==> config.mk <==
export PLATFORM = sky130hd
export DESIGN_NAME = multi_loop_counter
export DESIGN_NICKNAME = d
export VERILOG_FILES = /design/src/rtl/multi_loop_counter.sv
export SDC_FILE = /design/constraint.sdc
export NUM_CORES = 1
export LEC_CHECK = 0
export ABC_AREA = 1
export BUFFER_PORTS_ARGS = -buffer_cell sky130_fd_sc_hd__clkbuf_2
export CAP_MARGIN = 25
export CELL_PAD_IN_SITES_DETAIL_PLACEMENT = 0
export CELL_PAD_IN_SITES_GLOBAL_PLACEMENT = 2
export CORE_MARGIN = 2
export CORE_UTILIZATION = 29
export CTS_CLUSTER_DIAMETER = 150
export DETAILED_ROUTE_END_ITERATION = 10
export PLACE_DENSITY_LB_ADDON = 0.3
export SLEW_MARGIN = 10
export SYNTH_ARGS = -nofsm -noshare
export SYNTH_HDL_FRONTEND = slang
export SYNTH_HIERARCHICAL = 1
export SYNTH_SLANG_ARGS = --single-unit
==> constraint.sdc <==
create_clock -name Clock -period 1.2 [get_ports Clock]
set_clock_uncertainty 0.05 [all_clocks]
set_input_delay 0.06 -clock Clock [delete_from_list [all_inputs] [get_ports Clock]]
set_output_delay 0.06 -clock Clock [all_outputs]
set_load 0.02 [all_outputs]
==> src/rtl/multi_loop_counter.sv <==
// Multi-channel step-synchronised loop counter.
// Each channel latches a loop count on its start strobe, counts shared
// sequencer step edges through a fixed steps-per-loop pattern and holds
// Play high until the requested loops have finished (0 = run forever).
// Optional macro LOOP_REMAIN_EN adds a registered per-channel Remain output.

module multi_loop_counter_ch #(
  parameter int LOOP_W         = 7,
  parameter int STEPS_PER_LOOP = 12,
  parameter int STEP_W         = 4
) (
  input  logic              clk,
  input  logic              rst,
  input  logic              step_rise,
  input  logic              start_n,
  input  logic              stop_n,
  input  logic [LOOP_W-1:0] loops_in,
  output logic              play,
  output logic [STEP_W-1:0] step_idx,
  output logic [LOOP_W-1:0] loop_idx,
  output logic              done
`ifdef LOOP_REMAIN_EN
  , output logic [LOOP_W-1:0] remain
`endif
);

  typedef enum logic [1:0] {IDLE, RUN_FIN, RUN_INF} state_t;

  localparam logic [STEP_W-1:0] LAST_STEP = STEP_W'(STEPS_PER_LOOP - 1);

  state_t            state, state_d;
  logic [LOOP_W-1:0] loops_q, loops_d;
  logic [STEP_W-1:0] step_d;
  logic [LOOP_W-1:0] loop_d;
  logic              play_d, done_d;
  logic              finish;
`ifdef LOOP_REMAIN_EN
  logic [LOOP_W-1:0] remain_d;
`endif

  // The finishing rise is the one after the last loop wrapped back to step 0.
  assign finish = (state == RUN_FIN) && (loop_idx == loops_q) && (step_idx == '0);

  // State and registered outputs.
  always_ff @(posedge clk or posedge rst) begin
    if (rst) begin
      state    <= IDLE;
      loops_q  <= '0;
      step_idx <= '0;
      loop_idx <= '0;
      play     <= 1'b0;
      done     <= 1'b0;
`ifdef LOOP_REMAIN_EN
      remain   <= '0;
`endif
    end else begin
      state    <= state_d;
      loops_q  <= loops_d;
      step_idx <= step_d;
      loop_idx <= loop_d;
      play     <= play_d;
      done     <= done_d;
`ifdef LOOP_REMAIN_EN
      remain   <= remain_d;
`endif
    end
  end

  // Next state: start beats stop beats step.
  always_comb begin
    state_d = state;
    if (!start_n)
      state_d = (loops_in == '0) ? RUN_INF : RUN_FIN;
    else if (!stop_n)
      state_d = IDLE;
    else if (step_rise && finish)
      state_d = IDLE;
  end

  // Next values of the registered outputs; counters hold when leaving a run.
  always_comb begin
    loops_d = loops_q;
    step_d  = step_idx;
    loop_d  = loop_idx;
    done_d  = 1'b0;
    if (!start_n) begin
      loops_d = loops_in;
      step_d  = '0;
      loop_d  = '0;
    end else if (!stop_n) begin
      done_d = (state != IDLE);
    end else if (step_rise && state != IDLE) begin
      if (finish)
        done_d = 1'b1;
      else if (step_idx == LAST_STEP) begin
        step_d = '0;
        loop_d = loop_idx + 1'b1;
      end else
        step_d = step_idx + 1'b1;
    end
    play_d = (state_d != IDLE);
`ifdef LOOP_REMAIN_EN
    remain_d = (state_d == RUN_FIN) ? (loops_d - loop_d) : '0;
`endif
  end

endmodule

module multi_loop_counter #(
  parameter int CHANNELS       = 4,
  parameter int LOOP_W         = 7,
  parameter int STEPS_PER_LOOP = 12,
  parameter int STEP_W         = 4
) (
  input  logic                       Clock,
  input  logic                       Reset,
  input  logic                       Step,
  input  logic [CHANNELS-1:0]        nStart,
  input  logic [CHANNELS-1:0]        nStop,
  input  logic [CHANNELS*LOOP_W-1:0] Loops,
  output logic [CHANNELS-1:0]        Play,
  output logic [CHANNELS*STEP_W-1:0] StepIdx,
  output logic [CHANNELS*LOOP_W-1:0] LoopIdx,
  output logic [CHANNELS-1:0]        Done
`ifdef LOOP_REMAIN_EN
  , output logic [CHANNELS*LOOP_W-1:0] Remain
`endif
);

  logic sync1, sync2;
  logic step_rise;

  // Two-flop synchroniser for the asynchronous Step level, shared by all channels.
  always_ff @(posedge Clock or posedge Reset) begin
    if (Reset) begin
      sync1 <= 1'b0;
      sync2 <= 1'b0;
    end else begin
      sync1 <= Step;
      sync2 <= sync1;
    end
  end

  assign step_rise = sync1 & ~sync2;

  for (genvar c = 0; c < CHANNELS; c++) begin : g_ch
    multi_loop_counter_ch #(
      .LOOP_W         (LOOP_W),
      .STEPS_PER_LOOP (STEPS_PER_LOOP),
      .STEP_W         (STEP_W)
    ) u_ch (
      .clk       (Clock),
      .rst       (Reset),
      .step_rise (step_rise),
      .start_n   (nStart[c]),
      .stop_n    (nStop[c]),
      .loops_in  (Loops[c*LOOP_W +: LOOP_W]),
      .play      (Play[c]),
      .step_idx  (StepIdx[c*STEP_W +: STEP_W]),
      .loop_idx  (LoopIdx[c*LOOP_W +: LOOP_W]),
      .done      (Done[c])
`ifdef LOOP_REMAIN_EN
      , .remain  (Remain[c*LOOP_W +: LOOP_W])
`endif
    );
  end

endmodule

* Word level (Yosys, flattened, before mapping)
Cells that the tools add are included.
** Operators by class
- $add $sub $neg :: 8
- Eq/ne operators :: 28
- Muxes and demuxes :: 72
- Bitwise operators :: 2
- Reduce and logical (&&, ||, !) cells :: 40
** Operators with widths (number)
- $mux W7 :: 20
- $mux W4 :: 20
- $mux W2 :: 16
- $add A7 B1 Y7 const B :: 4
- $eq A7 B7 Y1 :: 4
- $logic_not A7 Y1 :: 4
- $ne A2 B1 Y1 const B :: 12
- $add A4 B1 Y4 const B :: 4
- $eq A4 B4 Y1 const B :: 4
- $logic_and A1 B1 Y1 :: 16
- $logic_not A4 Y1 :: 4
- $mux W1 :: 16
- $reduce_and A4 Y1 :: 4
- $reduce_bool A2 Y1 :: 8
- $reduce_and A3 Y1 :: 4
- $eq A2 B1 Y1 const B :: 4
- $ne A2 B2 Y1 const B :: 4
- $and A1 B1 Y1 :: 1
- $not A1 Y1 :: 1
** Word-level totals
- Bits in registers :: 90
- Bits of input ports :: 39
- Output and inout bits :: 52
- Word-level logic and storage cells :: 176

* Logic depth before layout (Yosys ltp)
- Depth in word-level cells :: 8
- Gate-level depth with buffers :: 10
- Gate-level depth less buffers :: 10

* By module
The synthesis kept the hierarchy.
** By module, submodules not included
- multi_loop_counter_ch :: times used 4, cells each 169, area an instance 1268.7 sq um, sequential area each 550.5 sq um
- multi_loop_counter :: times used 1, cells each 5, area an instance 63.8 sq um, sequential area each 50.0 sq um

* Least setup slack after synthesis
Ideal clock, no wire load.
- Path type :: flip-flop to flip-flop
- Start point :: register g_ch[0].u_ch.step_idx[0]
- End point :: register g_ch[0].u_ch.loop_idx[0]
- Library setup time :: 0.066 ns
- Arrival :: 1.387 ns
- Required time :: 1.084 ns
- Path slack :: -0.303 ns
- Stages on the path, launching flop included :: 10
- Period minus slack after synthesis :: 1.503 ns
- Cells stage by stage :: dfrtp_1 > inv_1 > ha_1 > nand2_1 > nor2_1 > nand3_1 > nor2_1 > nor2_2 > nand4_1 > nand2_1
** On the way
- Longest elaborated chain between the ends :: 4
** RTL lines
- start: declaration :: line 19 : output logic [STEP_W-1:0] step_idx,
- start signal: assignment :: line 59 : step_idx <= step_d;
- $logic_not A4 Y1 :: line 42 : assign finish = (state == RUN_FIN) && (loop_idx == loops_q) && (step_idx == '0);
- $logic_and A1 B1 Y1 :: line 42
- $ne A2 B2 Y1 (no line)
- $reduce_and A4 Y1 (no line) (*)
- end signal: assignment :: line 60 : loop_idx <= loop_d;
- end: declaration :: line 20 : output logic [LOOP_W-1:0] loop_idx,
Mark *: on every way between the ends. The rest lies on a longest branch, timed or not.
A chain may end at the register's enable or synchronous reset.

* Final worst setup path
- Start point :: register g_ch[1].u_ch.step_idx[0]
- End point :: register g_ch[1].u_ch.loop_idx[0]
** On the way
- Longest elaborated chain between the ends :: 4
** RTL lines (line)
- start: declaration :: 19
- start signal: assignment :: 59
- $logic_not A4 Y1 :: 42
- $logic_and A1 B1 Y1 :: 42
- $ne A2 B2 Y1 (no line)
- $reduce_and A4 Y1 (no line) (*)
- end signal: assignment :: 60
- end: declaration :: 20
Marked as above.

==> results.md <==
* Status: complete, but fails checks
* Failing checks: negative setup slack
* DR pass1 iterations at 4
* Final net count at 990
* Core Util, Final at 49.18%
* Crit Path Max Fanout at 7
* Largest net degree at the start of global routing at 23
* FMAX at 637.0 MHz
* Arrival time worst endpoint at 1.80 ns
* Initial antenna violation count at 0
* EDFF count, synth at 0
* Width of the chip at 137.1 um
* Yosys reg bits at 90
* Placed cells at 1107
* Synth unique cells at 24
* Leakage at 4.306 nW
* Endpoints failing hold at 0
* Asr flop ratio synth at 100.0%
* Finish-stage setup viols at 64
* Core box area at 17300 um2
* Netlist Area Pre-Place at 5139 um2
* Vias in the first global route at 5130
* Clk root buf: clkbuf_16
* Sink Count at 90
* Clock tree buffer depth at 2
* Global-route usage over all layers at 16.37%
* Antenna Cells at 0
* Drt drc at 0
* Post-synth top area share at 43.83%
* Via count at 5240
* # IOs at 91
* Worst Max-Slew Pin Slew at 0.3864 ns
* Top cells by area, synth: dfrtp_1, nand2_1, inv_1
* Syn avg cell area at 7.546 um2
* CTS tree: done
* Area added between synthesis and finish at 65.52%
* DRT Wirelength at 15.18 mm
* Final GP Congestion at 0.7885
* Die height at 137.1 um
* DIE AREA at 18800 um2
* Hold Crit Class: in2reg
* Final Hold Slack at 0.007844 ns
* Slew Limit Headroom at 73.97%
* Antenna viol nets, final at 0
* Fin cells at 1169
* Row cnt at 48
* Final Cycle Share at 130.8%
* Post-DP HPWL at 10.82 mm
* Crit end category: flip-flop
* Port buffer count at 90
* Worst VDD drop at 0.0008033 V
* WP data required at 1.43 ns
* Via density at 4.482
* CP startpoint kind: flip-flop
* Max-cap violations at 0
* Clock Latency Late Sink at 0.35 ns
* RSZ-0062 raised after global routing: yes
* Overflow after GRT at 0
* Most numerous cell in the Yosys netlist: nand2_1
* CTS H-tree depth at 3
* CTS clk-pin slew, worst paths at 0.07 ns
* Most frequent cells after synthesis: nand2_1, inv_1, dfrtp_1
* WS Path Type: reg2reg
* First-pass GRT wire length at 24.34 mm
* WL/cell at 12.98 um
* FILL cells at 1695
* Min cycle time layout at 1.570 ns
* Initial Util at 29.71%
* PnR worst setup slack at -0.3699 ns
* Mapped Nets at 732
* Syn. warnings at 6
* Initial DRC count at 151
* Main synth FF type: dfrtp_1
* Post-synth top area cell: dfrtp_1
* Cts bufs inserted at 9
* Synthesized instance count at 681
* Final Slew Violations at 0
* Register area share after synthesis at 43.83%
* Share of cells above drive strength 1 at 45.87%
* Pwr/cell area at 1099 nW/um2
## stage by stage
step	setup slack [ns]	cell area, um2	power (mW)	TNS (ns)
2_1_floorplan	-0.2277	5189	4.440	-11.98
3_3_place_gp	-0.3543	6797	5.295	-17.57
3_5_place_dp	-0.3791	6797	5.317	-17.60
4_1_cts	-0.3294	7891	9.152	-16.79
5_1_grt	-0.4552	8506	9.870	-22.64
6_report	-0.3699	8506	9.347	-17.44
## registers in the layout (all words and copies together) (netlist names)
signal              count
g_ch.u_ch/step_idx     16
g_ch.u_ch/done          4
g_ch.u_ch/loops_q      28
g_ch.u_ch/loop_idx     28
g_ch.u_ch/play          4
sync2                   1
g_ch.u_ch/state         8
sync1                   1
## kinds of logic after synthesis
group | after synthesis | synth area share, %
and+or+nand+nor | 389 | 33.24
xor gates and xnor gates | 28 | 4.772
buffers and inverters | 110 | 8.327
adders and majority gates | 12 | 2.922
muxes | 4 | 0.8765
DFF | 90 | 43.83
AOI/OAI and AO/OA | 48 | 6.038
## metal layers
layer	global-route usage, %	share of wire [%]	vias up
met5	0	0	-
met4	5.785	1.7	0
met3	2.444	2.6	18
met2	27.20	49	84
met1	21.64	46	2469
li1	-	-	2669
## layout by cell type (no fill, tap or decap), types with 5 or more instances in the layout
master,synthesis,final
dfrtp_2,0,32
clkbuf_2,0,60
o21ai_1,4,6
inv_2,4,15
clkbuf_8,0,6
dfrtp_1,90,58
nand2_2,8,49
buf_4,4,104
buf_8,0,9
ha_4,0,5
dlygate4sd3_1,0,35
ha_1,12,5
o21ai_0,28,24
nand2_1,216,165
nor2_4,0,7
nor2_2,9,25
nand3_1,40,24
inv_1,94,83
nand3_2,4,20
nand2_4,4,10
buf_6,0,43
nor2_1,64,41
nand4_1,32,32
a21oi_1,8,5
xor2_1,24,24
clkbuf_16,0,9
## final timing paths
check                                    startpoint                        to  slack, ns  depth (start not counted)
max                        g_ch[1].u_ch/step_idx[0]  g_ch[1].u_ch/loop_idx[0]      -0.37                         10
min                                       nStart[1]  g_ch[1].u_ch/step_idx[2]      0.008                          3
max reg2reg                g_ch[1].u_ch/step_idx[0]  g_ch[1].u_ch/loop_idx[0]      -0.37                         10
min reg2reg                                   sync1                     sync2       0.33                          0
max in group asynchronous                     Reset  g_ch[2].u_ch/step_idx[0]       0.51                          4
min in group asynchronous                     Reset                     sync2       0.13                          3
## where the power goes
part / internal, mW / leakage [nW] / switching, mW / total [mW]
Clock: 2.16 / 0.173 / 1.25 / 3.40
Sequential: 3.26 / 1.11 / 0.180 / 3.44
Combinational: 1.22 / 3.02 / 1.28 / 2.50
Total: 6.64 / 4.31 / 2.71 / 9.35
## what timing repair did
| action | 4_1_cts | 5_1_grt |
|---|---|---|
| endpoints found under the setup margin | 69 | 89 |
| gates resized for setup | 88 | 176 |
| setup buffers | 6 | 15 |
| pin swaps | 28 | 36 |
| hold buffers | 35 | 0 |
| endpoints found under the hold margin | 128 | 0 |
## final cells by class
cell class                 count  area, um2  area share [%]
multi-input combinational    481       3023           35.54
clock inverter                 4      98.84           1.162
sequential                    90       2292           26.95
tap                          225      281.5           3.310
inverter                      98      367.9           4.325
clock buffer                  12      256.5           3.016
timing repair buffer         259       2186           25.70
## critical path, cell delays in order (launching register included)
cell	delay [ns]
dfrtp_2	0.41
inv_2	0.08
ha_4	0.13
nand2_2	0.05
nor2_2	0.11
nand3_2	0.13
o21bai_4	0.18
nand2_4	0.12
nand2_8	0.11
nand2_2	0.07
nand2_2	0.07
Note: power is estimated with default switching activity, not from simulation.
